[src/rtl/maze_ram_writer.sv]
// Write port of the maze cell RAM: bulk ROM->RAM level copy plus single-cell valid/ready writes.
// Optional MAZE_WR_BOUNDS_CHECK_EN: out-of-range requests are consumed without a write and pulse err.
module maze_ram_writer #(
    parameter int XSIZE      = 24,
    parameter int YSIZE      = 24,
    parameter int ROW_STRIDE = 32,
    parameter int DATA_W     = 3,
    parameter int ADDR_W     = 10
) (
    input  logic              clk,
    input  logic              reset,
    input  logic              start_copy,
    input  logic              req_valid,
    output logic              req_ready,
    input  logic [4:0]        req_x,
    input  logic [4:0]        req_y,
    input  logic [DATA_W-1:0] req_data,
    output logic [ADDR_W-1:0] rom_address,
    input  logic [DATA_W-1:0] rom_q,
    output logic [ADDR_W-1:0] ram_address,
    output logic [DATA_W-1:0] ram_data,
    output logic              ram_wren,
    output logic              busy,
    output logic              done,
    output logic              err
);

    localparam int         STRIDE_SH = $clog2(ROW_STRIDE);
    localparam logic [4:0] X_LAST    = 5'(XSIZE - 1);
    localparam logic [4:0] Y_LAST    = 5'(YSIZE - 1);

    typedef enum logic [1:0] {IDLE, COPY, DRAIN, DONE} state_t;

    state_t              state, state_next;
    logic [4:0]          x, y;
    logic                accept, copy_last;
    logic                issue_v, wr_from_rom, wren_q, busy_q, done_q;
    logic [ADDR_W-1:0]   rom_addr_q, ram_addr_q;
    logic [DATA_W-1:0]   data_q;

    // Same mapping as the display-side reader: x + y * ROW_STRIDE, truncated.
    function automatic logic [ADDR_W-1:0] cell_addr(input logic [4:0] cx, input logic [4:0] cy);
        return ADDR_W'(cx) + (ADDR_W'(cy) << STRIDE_SH);
    endfunction

    // Handshake: a request transfers on a rising edge where req_valid && req_ready;
    // req_ready is high only in IDLE and drops combinationally while start_copy is high.
    always_comb begin
        state_next = state;
        req_ready  = 1'b0;
        accept     = 1'b0;
        copy_last  = (x == X_LAST) && (y == Y_LAST);
        case (state)
            IDLE: begin
                req_ready = !start_copy;
                accept    = req_valid && !start_copy;
                if (start_copy) state_next = COPY;
            end
            COPY:    if (copy_last) state_next = DRAIN;
            DRAIN:   state_next = DONE;
            DONE:    state_next = IDLE;
            default: state_next = IDLE;
        endcase
    end

    always_ff @(posedge clk) begin
        if (reset) state <= IDLE;
        else       state <= state_next;
    end

`ifdef MAZE_WR_BOUNDS_CHECK_EN
    logic oob, err_q;
    assign oob = (req_x > X_LAST) || (req_y > Y_LAST);
    always_ff @(posedge clk) begin
        if (reset) err_q <= 1'b0;
        else       err_q <= accept && oob;
    end
    assign err = err_q;
`else
    assign err = 1'b0;
`endif

    always_ff @(posedge clk) begin
        if (reset) begin
            x           <= '0;
            y           <= '0;
            issue_v     <= 1'b0;
            wr_from_rom <= 1'b0;
            wren_q      <= 1'b0;
            busy_q      <= 1'b0;
            done_q      <= 1'b0;
            rom_addr_q  <= '0;
            ram_addr_q  <= '0;
            data_q      <= '0;
        end else begin
            issue_v     <= (state == COPY);
            busy_q      <= (state == COPY) || (state == DRAIN);
            done_q      <= (state == DONE);
            wren_q      <= 1'b0;
            wr_from_rom <= 1'b0;

            // Copy writes trail the ROM address by one cycle, matching ROM read latency.
            if (issue_v) begin
                wren_q      <= 1'b1;
                wr_from_rom <= 1'b1;
                ram_addr_q  <= rom_addr_q;
            end else if (accept) begin
`ifdef MAZE_WR_BOUNDS_CHECK_EN
                wren_q      <= !oob;
`else
                wren_q      <= 1'b1;
`endif
                ram_addr_q  <= cell_addr(req_x, req_y);
                data_q      <= req_data;
            end

            if (state == IDLE && start_copy) begin
                x <= '0;
                y <= '0;
            end else if (state == COPY) begin
                rom_addr_q <= cell_addr(x, y);
                if (copy_last) begin
                    x <= '0;
                    y <= '0;
                end else if (x == X_LAST) begin
                    x <= '0;
                    y <= y + 5'd1;
                end else begin
                    x <= x + 5'd1;
                end
            end
        end
    end

    // ROM data arrives in the same cycle the delayed address is presented, so it bypasses data_q.
    assign ram_data    = wr_from_rom ? rom_q : data_q;
    assign ram_wren    = wren_q;
    assign ram_address = ram_addr_q;
    assign rom_address = rom_addr_q;
    assign busy        = busy_q;
    assign done        = done_q;

endmodule

[config.mk]
export PLATFORM = sky130hd
export DESIGN_NAME = maze_ram_writer
export DESIGN_NICKNAME = d
export VERILOG_FILES = /design/src/rtl/maze_ram_writer.sv
export SDC_FILE = /design/constraint.sdc
export NUM_CORES = 1
export LEC_CHECK = 0
export ABC_AREA = 1
export CORE_MARGIN = 4
export CORE_UTILIZATION = 45
export CTS_CLUSTER_SIZE = 20
export DETAILED_ROUTE_END_ITERATION = 8
export DONT_BUFFER_PORTS = 1
export PLACE_DENSITY = 0.59
export SLEW_MARGIN = 20
export SYNTH_ARGS = -nofsm -noshare
export SYNTH_HDL_FRONTEND = slang
export SYNTH_SLANG_ARGS = --single-unit
export TNS_END_PERCENT = 10
[constraint.sdc]
create_clock -name clk -period 2.52 [get_ports clk]
set_input_delay 0.378 -clock clk [delete_from_list [all_inputs] [get_ports clk]]
set_output_delay 0.378 -clock clk [all_outputs]
set_load 0.1 [all_outputs]
-- After elaboration in Yosys (flattened, before gate mapping)
Index checks and enable logic that the tools add are counted.
- output and inout bits: 28
- flip-flop bits (word level): 40
- bits of input ports: 20
- logic and storage cells: 52
- mux-type cells: 15
- equality and inequality tests: 7
- $add $sub $neg: 4
- bitwise operators: 2
- reductions and logical operators: 13
- operator list (cell ; number):
    adder 5 x 10 -> 10 bit ; 2
    two-way mux 10 bit ; 2
    two-way mux 5 bit ; 4
    adder 5 x 1 -> 5 bit (second input constant) ; 2
    equality test 5 bit (second input constant) ; 2
    case mux 2 bit (4 select lines) ; 1
    AND reduction 2 bit ; 4
    two-way mux 1 bit ; 5
    equality test 2 bit (second input constant) ; 2
    two-way mux 2 bit ; 2
    != test 2 bit (second input constant) ; 2
    nonzero test 2 bit ; 2
    logical AND 1 bit ; 3
    two-way mux 3 bit ; 1
    equality test 2 x 1 -> 1 bit (second input constant) ; 1
    logical NOT 2 bit ; 1
    inverter 1 bit ; 2
    OR reduction 2 bit ; 1
    logical NOT 1 bit ; 1
    logical OR 1 bit ; 1

-- Longest topological paths before layout
Gate-level depths: netlist (run 1).
- word-level depth: 5
- depth in mapped cells: 8
- mapped depth without buffers: 8

-- Worst setup path before layout (run 1)
OpenSTA, ideal clock, no wires.
- kind: flip-flop to output port
- from: reg wr_from_rom
- to: out ram_data[0]
- cell stages (with the launch flop): 2
- arrival: 2.451 ns
- required time: 2.142 ns
- buffers on the path: 0
- slack: -0.309 ns
- cells stage by stage: dfxtp_1 o21ai_0
- word-level cells in the longest chain between the ends: 1
- ends and longest elaborated chain (element ; line ; text):
    start: declaration ; 37 ; logic issue_v, wr_from_rom, wren_q, busy_q, done_q;
    start signal: assignment ; 88 ; wr_from_rom <= 1'b0;
    start signal: assignment ; 100 ; wr_from_rom <= 1'b0;
    start signal: assignment ; 105 ; wr_from_rom <= 1'b1;
    two-way mux 3 bit ; 136 ; assign ram_data = wr_from_rom ? rom_q : data_q;
    end: declaration ; 21 ; output logic [DATA_W-1:0] ram_data,
No other way between the ends.

-- Worst setup path in the final report (run 1)
- from: reg state[0]
- to: out req_ready
- word-level cells in the longest chain between the ends: 2
- ends and longest elaborated chain (element ; line ; text):
    start: declaration ; 34 ; state_t state, state_next;
    start signal: assignment ; 68 ; else state <= state_next;
    logical NOT 2 bit ; 53 ; case (state)
    two-way mux 1 bit ; 53 ;
    end: declaration ; 14 ; output logic req_ready,
No other way between the ends.

==> flow_summary_export.csv, run 1 <==
group,metric,value,unit
sta,worst_pin_slew,967,ps
floorplanning,die_y,69.5,um
worst_setup_path,path_class,"flip-flop to primary output",
worst_setup_path,critPathBufInv,3,
detailed_routing,drc,0,
cells_and_area,layout-drive-gt1-share,18.3,%
cells_and_area,area_delta_synth_final,17.8,%
logic_synthesis,ys.flop_type,"dfxtp_1",
sta,hold_viol,0,
placement,routabilityCongestion,0.805,
global_route,overflow,0,
floorplanning,initial_utilization,46.4,%
cts,clk_path_buf_depth,2,
detailed_routing,viasPerCell,4.94,
cts,post_cts_resized,0,
worst_setup_path,arrival,1360,ps
logic_synthesis,syn-instance-count,225,
sta,setup_viol,0,
sta,slew_headroom,35.4,%
worst_setup_path,critical_path_depth,5,
sta,drv_slew,0,
flow_run,maxCapViolCount,0,
global_route,grt_use_total,15.3,%
worst_hold_path,whs_endpoint,"rom_address[0]",
logic_synthesis,synth_area,1700,um^2
sta,fin_crit,1740,ps
global_route,grt_pass1_vias,1385,
worst_setup_path,r2r_slack,800,ps
cts,numCtsBuffers,5,
worst_hold_path,min_path_type,"input pin to flip-flop",
placement,portBuffers,0,
pwr,p_leak,0.829,nW
cts,cts_htree_levels,2,
detailed_routing,drtIter0Drc,39,
detailed_routing,drt_wl_total,3590,um
global_route,antenna_found_initial,0,
worst_setup_path,worstPathMaxFanout,4,
worst_setup_path,cp-start-kind,"flip-flop",
cts,clock_sinks,40,
cts,cts_root_buf,"clkbuf_8",
worst_setup_path,rr_startpoint,"state[1]",
cells_and_area,nets,272,
worst_setup_path,cp.required,2140,ps
worst_hold_path,holdCritStartpoint,"reset",
floorplanning,fp.dieW,69.5,um
logic_synthesis,yosysWarningCount,0,
logic_synthesis,synth_nets,252,
cells_and_area,final_cell_mix,"nand2_1 (59), dfxtp_1 (40), nor2_1 (28), buf_4 (22), inv_1 (19)",
logic_synthesis,synth_edf_count,0,
floorplanning,dieArea,4830,um^2
cells_and_area,regArea,801,um^2
sta,finalCritPeriodShare,68.9,%
detailed_routing,first_pass_iters,4,
cells_and_area,diodes,0,
sta,rsz0062_at_grt,"false",
cts,cts_tree,"built",
cells_and_area,multi_input_area,790,um^2
global_route,grt_pass1_wl,6090,um
logic_synthesis,seq_area_frac_synth,47.1,%
worst_setup_path,r2r-end,"rom_address[5]",
cts,post-cts-setup-buffers,0,
floorplanning,coreArea,3660,um^2
pwr,power,0.00246,W
worst_setup_path,worst_path_most_repeated_cell,"inv_1",
sta,skew,4.75,ps
worst_setup_path,cp_slowest_cell,"dfxtp_1",
floorplanning,ios,48,
worst_setup_path,cp-startpoint,"state[0]",
cells_and_area,nFillCells,353,
logic_synthesis,ys_types,26,
sta,fmax,576,MHz
worst_setup_path,cp_cell_sequence,"inv_1 -> ha_1 -> inv_1 -> nor2_2 -> buf_4",
logic_synthesis,synthArstFlopShare,0,%
floorplanning,std_cell_rows,22,
detailed_routing,detail-route-antenna-nets,0,
placement,dp_hpwl,2740,um
status,status,"complete, no violations",
worst_setup_path,ff2ff_path_depth,5,
pwr,p_per_area,1230,nW/um^2
worst_setup_path,cpLargestDelayFamily,"buffers and inverters",
detailed_routing,num_vias,1453,
logic_synthesis,syn_area_per_cell,7.56,um^2
worst_hold_path,min_path_cells,1,
cts,clk_latency,290,ps
global_route,grt_max_degree,23,
cts,clkTransAtPathRegs,80,ps
sta,setup-tns-final,0,ps
detailed_routing,routedWlPerCell,12.2,um
pwr,max-vdd-ir-drop,0.000485,V
cells_and_area,final_common_cell,"nand2_1",
cts,cts_hold_buf,0,
worst_setup_path,critical_path.max_stage_delay,340,ps
logic_synthesis,ys_ff_latch,40,
worst_setup_path,crit_path_end_kind,"primary output",
-- final cells by class --
type / count / share of cell area, %
Sequential cell: 40 / 40.0
Inverter: 20 / 3.81
Multi-Input combinational cell: 156 / 39.4
Timing Repair Buffer: 22 / 8.24
Clock inverter: 3 / 2.12
Clock buffer: 5 / 3.44
Tap cell: 48 / 3.00
-- synthesized netlist by cell type (2+ instances only) --
| cell | number | area share, % |
|---|---|---|
| a31oi_1 | 10 | 3.7 |
| ha_1 | 7 | 5.2 |
| o21ai_0 | 11 | 3.2 |
| xor2_1 | 2 | 1.0 |
| dfxtp_1 | 40 | 47 |
| a21oi_1 | 14 | 4.1 |
| o21ai_1 | 2 | 0.59 |
| nor2_1 | 29 | 6.4 |
| inv_1 | 19 | 4.2 |
| clkbuf_1 | 2 | 0.44 |
| buf_4 | 2 | 0.88 |
| or2_2 | 2 | 0.74 |
| buf_2 | 5 | 1.5 |
| nand2_1 | 59 | 13 |
| nand3_1 | 8 | 2.4 |
| nand2_2 | 3 | 1.1 |
-- metrics by stage --
stage                     utilization, %  std cells  setup slack, ps  hold slack [ps]  cell area, um^2
after CTS                           54.7        294              767              136             2000
after global placement              51.7        286              877              451             1890
after detailed placement            51.7        286              792              452             1890
after floorplan                        -        225             -309              424             1700
final                               54.7        294              784              147             2000
after global routing                54.7        294              588              136             2000
-- kinds of logic (layout without fill, tap and decap cells) --
family	count (synthesis)	in the layout	synth area share (%)
xor+xnor	2	2	1.03
simple gates	106	106	26.1
buf+inv	29	50	7.28
flops	40	40	47.1
fa+ha+maj	7	7	5.15
compound gates	40	40	13.1
other cells	1	1	0.221
-- metal layers --
metal  vias up  global-route usage (%)  part of all wire, %
li1        755                       -                    -
met1       656                    17.8                   45
met2        34                    25.3                   46
met3         8                    6.23                  7.2
met4         0                    5.21                  2.1
met5         -                       0                    0
-- flip-flops by register name, indices dropped and copies added, names as in the netlist --
signal / cells
ram_address: 10
rom_address: 10
x: 5
y: 5
data_q: 3
state: 2
busy: 1
done: 1
issue_v: 1
ram_wren: 1
wr_from_rom: 1
-- power by group --
group / total [W] / internal [W] / switching [W]
Sequential: 0.000947 / 0.000737 / 0.000210
Clock: 0.000510 / 0.000293 / 0.000217
Combinational: 0.00101 / 0.000213 / 0.000794
Total: 0.00246 / 0.00124 / 0.00122
-- how the worst max path moves through the flow --
stage | endpoint | slack, ps
4_1_cts | req_ready | 770
5_1_grt | rom_address[4] | 590
3_3_place_gp | rom_address[4] | 880
3_5_place_dp | rom_address[5] | 790
6_report | req_ready | 780
2_1_floorplan | ram_data[0] | -310
Power figures use the tool's default switching activity.
==> inputs of run 2 (changes only) <==
- clock period: 2.52 -> 1.8 ns (I/O delays scaled with it)
==> flow_summary_export.csv, run 2 (synthesis gave the netlist of run 1 again) <==
group,metric,value,unit
status,status,"complete, no violations",
worst_setup_path,worst_path_most_repeated_cell,"inv_1",
global_route,grt_pass1_wl,6180,um
floorplanning,fp.dieW,69.5,um
floorplanning,dieArea,4830,um^2
floorplanning,std_cell_rows,22,
placement,dp_hpwl,2890,um
cells_and_area,layout-drive-gt1-share,20.9,%
cts,clk_path_buf_depth,2,
worst_setup_path,worstPathMaxFanout,4,
worst_setup_path,r2r_slack,300,ps
detailed_routing,drt_wl_total,3710,um
detailed_routing,num_vias,1479,
worst_setup_path,arrival,1400,ps
cts,clock_sinks,40,
cells_and_area,nets,280,
floorplanning,coreArea,3660,um^2
worst_setup_path,critical_path.max_stage_delay,340,ps
sta,skew,4.50,ps
cts,post-cts-setup-buffers,0,
pwr,max-vdd-ir-drop,0.000585,V
floorplanning,initial_utilization,46.4,%
cells_and_area,diodes,0,
floorplanning,die_y,69.5,um
sta,finalCritPeriodShare,93.0,%
floorplanning,ios,48,
worst_hold_path,min_path_type,"input pin to flip-flop",
detailed_routing,drc,0,
cells_and_area,post-route-util,56.0,%
placement,portBuffers,0,
cts,clkTransAtPathRegs,80,ps
cts,cts_hold_buf,0,
detailed_routing,detail-route-antenna-nets,0,
sta,setup_viol,0,
cts,numCtsBuffers,5,
cells_and_area,final_common_cell,"nand2_1",
flow_run,maxCapViolCount,0,
placement,routabilityCongestion,0.864,
worst_setup_path,critPathBufInv,3,
worst_setup_path,cp_cell_sequence,"inv_1 -> ha_1 -> inv_1 -> nor2_4 -> buf_4",
sta,fmax,597,MHz
cts,post_cts_resized,0,
worst_setup_path,cp_slowest_cell,"dfxtp_1",
sta,fin_crit,1670,ps
global_route,grt_use_total,15.7,%
cells_and_area,design_area,2050,um^2
detailed_routing,viasPerCell,4.90,
worst_setup_path,crit_path_end_kind,"primary output",
worst_setup_path,cpLargestDelayFamily,"buffers and inverters",
worst_setup_path,path_class,"flip-flop to primary output",
sta,drv_slew,0,
detailed_routing,drtIter0Drc,62,
detailed_routing,first_pass_iters,4,
global_route,grt_max_degree,23,
global_route,antenna_found_initial,0,
sta,hold_viol,0,
cells_and_area,final_cell_mix,"nand2_1 (59), dfxtp_1 (40), buf_4 (30), nor2_1 (28), inv_1 (19)",
placement,dpl-instance-area,1960,um^2
cts,clk_latency,280,ps
cts,cts_root_buf,"clkbuf_8",
sta,rsz0062_at_grt,"false",
worst_setup_path,cp.required,1530,ps
worst_setup_path,cp-start-kind,"flip-flop",
cells_and_area,area_delta_synth_final,20.5,%
global_route,grt_pass1_vias,1412,
cts,cts_tree,"built",
detailed_routing,routedWlPerCell,12.3,um
pwr,p_leak,0.869,nW
cts,cts_htree_levels,2,
global_route,overflow,0,
pwr,p_per_area,1660,nW/um^2
-- run 2: cell types whose count changed in the layout (fill, tap and decap cells not counted) --
cell        delta
clkinvlp_4     -1
nor2_2         -1
clkbuf_8       +1
bufinv_16      -1
clkinv_2       +1
buf_4          +8
nor2_4         +1
-- run 2: report_power, final --
part           internal, W  switching [W]  leakage [nW]
Combinational     0.000356        0.00133         0.493
Clock             0.000306       0.000293        0.0510
Sequential         0.00103      0.0000875         0.325
-- run 2: worst paths after layout --
| check | from | depth (start not counted) | endpoint |
|---|---|---|---|
| hold reg to reg | rom_address[2] | 2 | rom_address[2] |
| setup / recovery | state[0] | 5 | req_ready |
| setup reg to reg | state[0] | 7 | ram_address[0] |
| hold / removal | reset | 1 | rom_address[8] |
-- run 2: through the flow --
step	setup TNS (ps)	total power [W]	std cells	hold slack [ps]	setup slack (ps)
final	0	0.00340	302	44.9	126
after global routing	0	0.00358	302	27.1	27.3
after CTS	0	0.00344	302	34.7	108
after detailed placement	0	0.00284	294	344	293
after global placement	0	0.00279	294	343	374
after floorplan	-503	0.00251	225	431	-168
-- run 2: per-layer routing --
| layer | vias to the layer above | wire length [um] | global-route usage, % |
|---|---|---|---|
| met5 | - | 0 | 0 |
| met2 | 46 | 1850 | 27.8 |
| met4 | 0 | 64 | 7.38 |
| li1 | 773 | - | - |
| met3 | 6 | 241 | 4.93 |
| met1 | 654 | 1550 | 16.8 |
-- run 2: final cells by class --
| type | instances | area, um^2 |
|---|---|---|
| clock buffers | 6 | 82.6 |
| clock inverters | 2 | 10.0 |
| fillers | 344 | 1610 |
| inverters | 20 | 76.3 |
| multi-input cells | 156 | 795 |
| flip-flops and latches | 40 | 801 |
| well taps | 48 | 60.1 |
| repair buffers | 30 | 225 |
==> inputs of run 3 (changes only) <==
- CELL_PAD_IN_SITES_DETAIL_PLACEMENT: default -> 0
- CELL_PAD_IN_SITES_GLOBAL_PLACEMENT: default -> 1
- CORE_UTILIZATION: 45 -> 43
- PLACE_DENSITY: 0.59 -> 0.75
==> flow_summary_export.csv, run 3 (synthesis gave the netlist of run 1 again) <==
group,metric,value,unit
sta,setup-tns-final,0,ps
cells_and_area,nets,280,
cts,numCtsBuffers,5,
worst_setup_path,cp-startpoint,"state[0]",
cts,clk_path_buf_depth,2,
global_route,overflow,0,
placement,routabilityCongestion,0.797,
sta,setup_viol,0,
worst_setup_path,rr_startpoint,"state[1]",
pwr,max-vdd-ir-drop,0.000892,V
cts,cts_root_buf,"clkbuf_8",
detailed_routing,first_pass_iters,4,
sta,finalCritPeriodShare,92.2,%
cells_and_area,layout-drive-gt1-share,20.9,%
sta,rsz0062_at_grt,"false",
detailed_routing,drc,0,
cts,cts_htree_levels,2,
cts,post_cts_resized,0,
worst_setup_path,cp_cell_sequence,"inv_1 -> ha_1 -> inv_1 -> nor2_4 -> buf_4",
worst_setup_path,worstPathMaxFanout,4,
cells_and_area,diodes,0,
sta,hold_viol,0,
floorplanning,fp.dieW,70.9,um
global_route,grt_pass1_vias,1439,
detailed_routing,num_vias,1492,
pwr,p_leak,0.896,nW
worst_setup_path,cpLargestDelayFamily,"buffers and inverters",
worst_setup_path,crit_path_end_kind,"primary output",
worst_setup_path,critPathBufInv,3,
sta,skew,4.35,ps
cells_and_area,multi_input_area,795,um^2
sta,fmax,603,MHz
global_route,grt_use_total,15.4,%
floorplanning,die_y,70.9,um
cells_and_area,final_common_cell,"nand2_1",
worst_setup_path,r2r-end,"x[3]",
pwr,p_per_area,1800,nW/um^2
worst_setup_path,r2r_slack,270,ps
detailed_routing,viasPerCell,4.94,
cells_and_area,nFillCells,366,
cts,cts_tree,"built",
floorplanning,std_cell_rows,22,
worst_setup_path,critical_path_depth,5,
global_route,grt_max_degree,23,
placement,portBuffers,0,
placement,dp_hpwl,2860,um
global_route,antenna_found_initial,0,
worst_setup_path,worst_path_most_repeated_cell,"inv_1",
worst_setup_path,critical_path.max_stage_delay,350,ps
worst_setup_path,cp_slowest_cell,"dfxtp_1",
cells_and_area,regArea,801,um^2
worst_setup_path,path_class,"flip-flop to primary output",
worst_setup_path,arrival,1390,ps
detailed_routing,drtIter0Drc,36,
cells_and_area,area_delta_synth_final,24.4,%
cts,cts_hold_buf,0,
flow_run,maxCapViolCount,0,
status,status,"complete, no violations",
worst_hold_path,min_path_type,"input pin to flip-flop",
cts,clock_sinks,40,
sta,fin_crit,1660,ps
detailed_routing,detail-route-antenna-nets,0,
cts,clk_latency,290,ps
floorplanning,initial_utilization,45.4,%
worst_setup_path,cp-start-kind,"flip-flop",
floorplanning,ios,48,
detailed_routing,drt_wl_total,3730,um
cts,post-cts-setup-buffers,0,
floorplanning,dieArea,5020,um^2
sta,whs,44.7,ps
worst_setup_path,timing.critical_path.to,"req_ready",
cells_and_area,post-route-util,56.5,%
global_route,grt_pass1_wl,6290,um
worst_setup_path,cp.required,1530,ps
cts,clkTransAtPathRegs,80,ps
detailed_routing,routedWlPerCell,12.3,um
worst_setup_path,ff2ff_path_depth,6,
sta,drv_slew,0,
floorplanning,coreArea,3740,um^2
cells_and_area,final_cell_mix,"nand2_1 (59), dfxtp_1 (40), buf_4 (30), nor2_1 (28), inv_1 (19)",
-- run 3: cell count changes in the layout (fill, tap and decap cells not counted), sizes merged --
cell	before	now
clkbuf	6	5
bufinv	0	3
clkinv	3	1
-- run 3: worst min-delay path by stage --
stage	startpoint	cells after the start	to	slack, ps
after floorplan	data_q[0]	2	data_q[0]	430
after global placement	reset	1	rom_address[0]	340
after detailed placement	reset	1	rom_address[8]	350
after CTS	reset	1	rom_address[2]	40
after global routing	reset	1	ram_address[8]	30
final	reset	1	wr_from_rom	40
-- run 3: power by group --
part	total [W]	leakage (nW)	switching [W]	internal, W
Combinational	0.00168	0.493	0.00132	0.000353
Sequential	0.00113	0.325	0.0000980	0.00103
Clock	0.000999	0.0784	0.000306	0.000693
Total	0.00381	0.896	0.00173	0.00208
-- run 3: final cells by class --
type | instances | area share (%)
Clock buffer | 5 | 3.25
Clock inverter | 3 | 4.26
Inverter | 20 | 3.61
Multi-Input combinational cell | 156 | 37.6
Sequential cell | 40 | 37.8
Tap cell | 48 | 2.84
Timing Repair Buffer | 30 | 10.6
-- run 3: per-layer routing --
metal	GRT usage (%)	vias to the layer above	share of wire, %
li1	-	774	-
met1	17.3	660	44
met2	26.5	47	46
met3	4.83	11	8.1
met4	6.89	0	2.1
met5	0	-	0
-- run 3: stage by stage --
| stage | total power, W | worst slack, ps | area [um^2] | cells |
|---|---|---|---|---|
| 2_1_floorplan | 0.00251 | -168 | 1710 | 225 |
| 3_3_place_gp | 0.00280 | 348 | 1960 | 294 |
| 3_5_place_dp | 0.00283 | 278 | 1960 | 294 |
| 4_1_cts | 0.00383 | 132 | 2120 | 302 |
| 5_1_grt | 0.00397 | 69.5 | 2120 | 302 |
| 6_report | 0.00381 | 141 | 2120 | 302 |
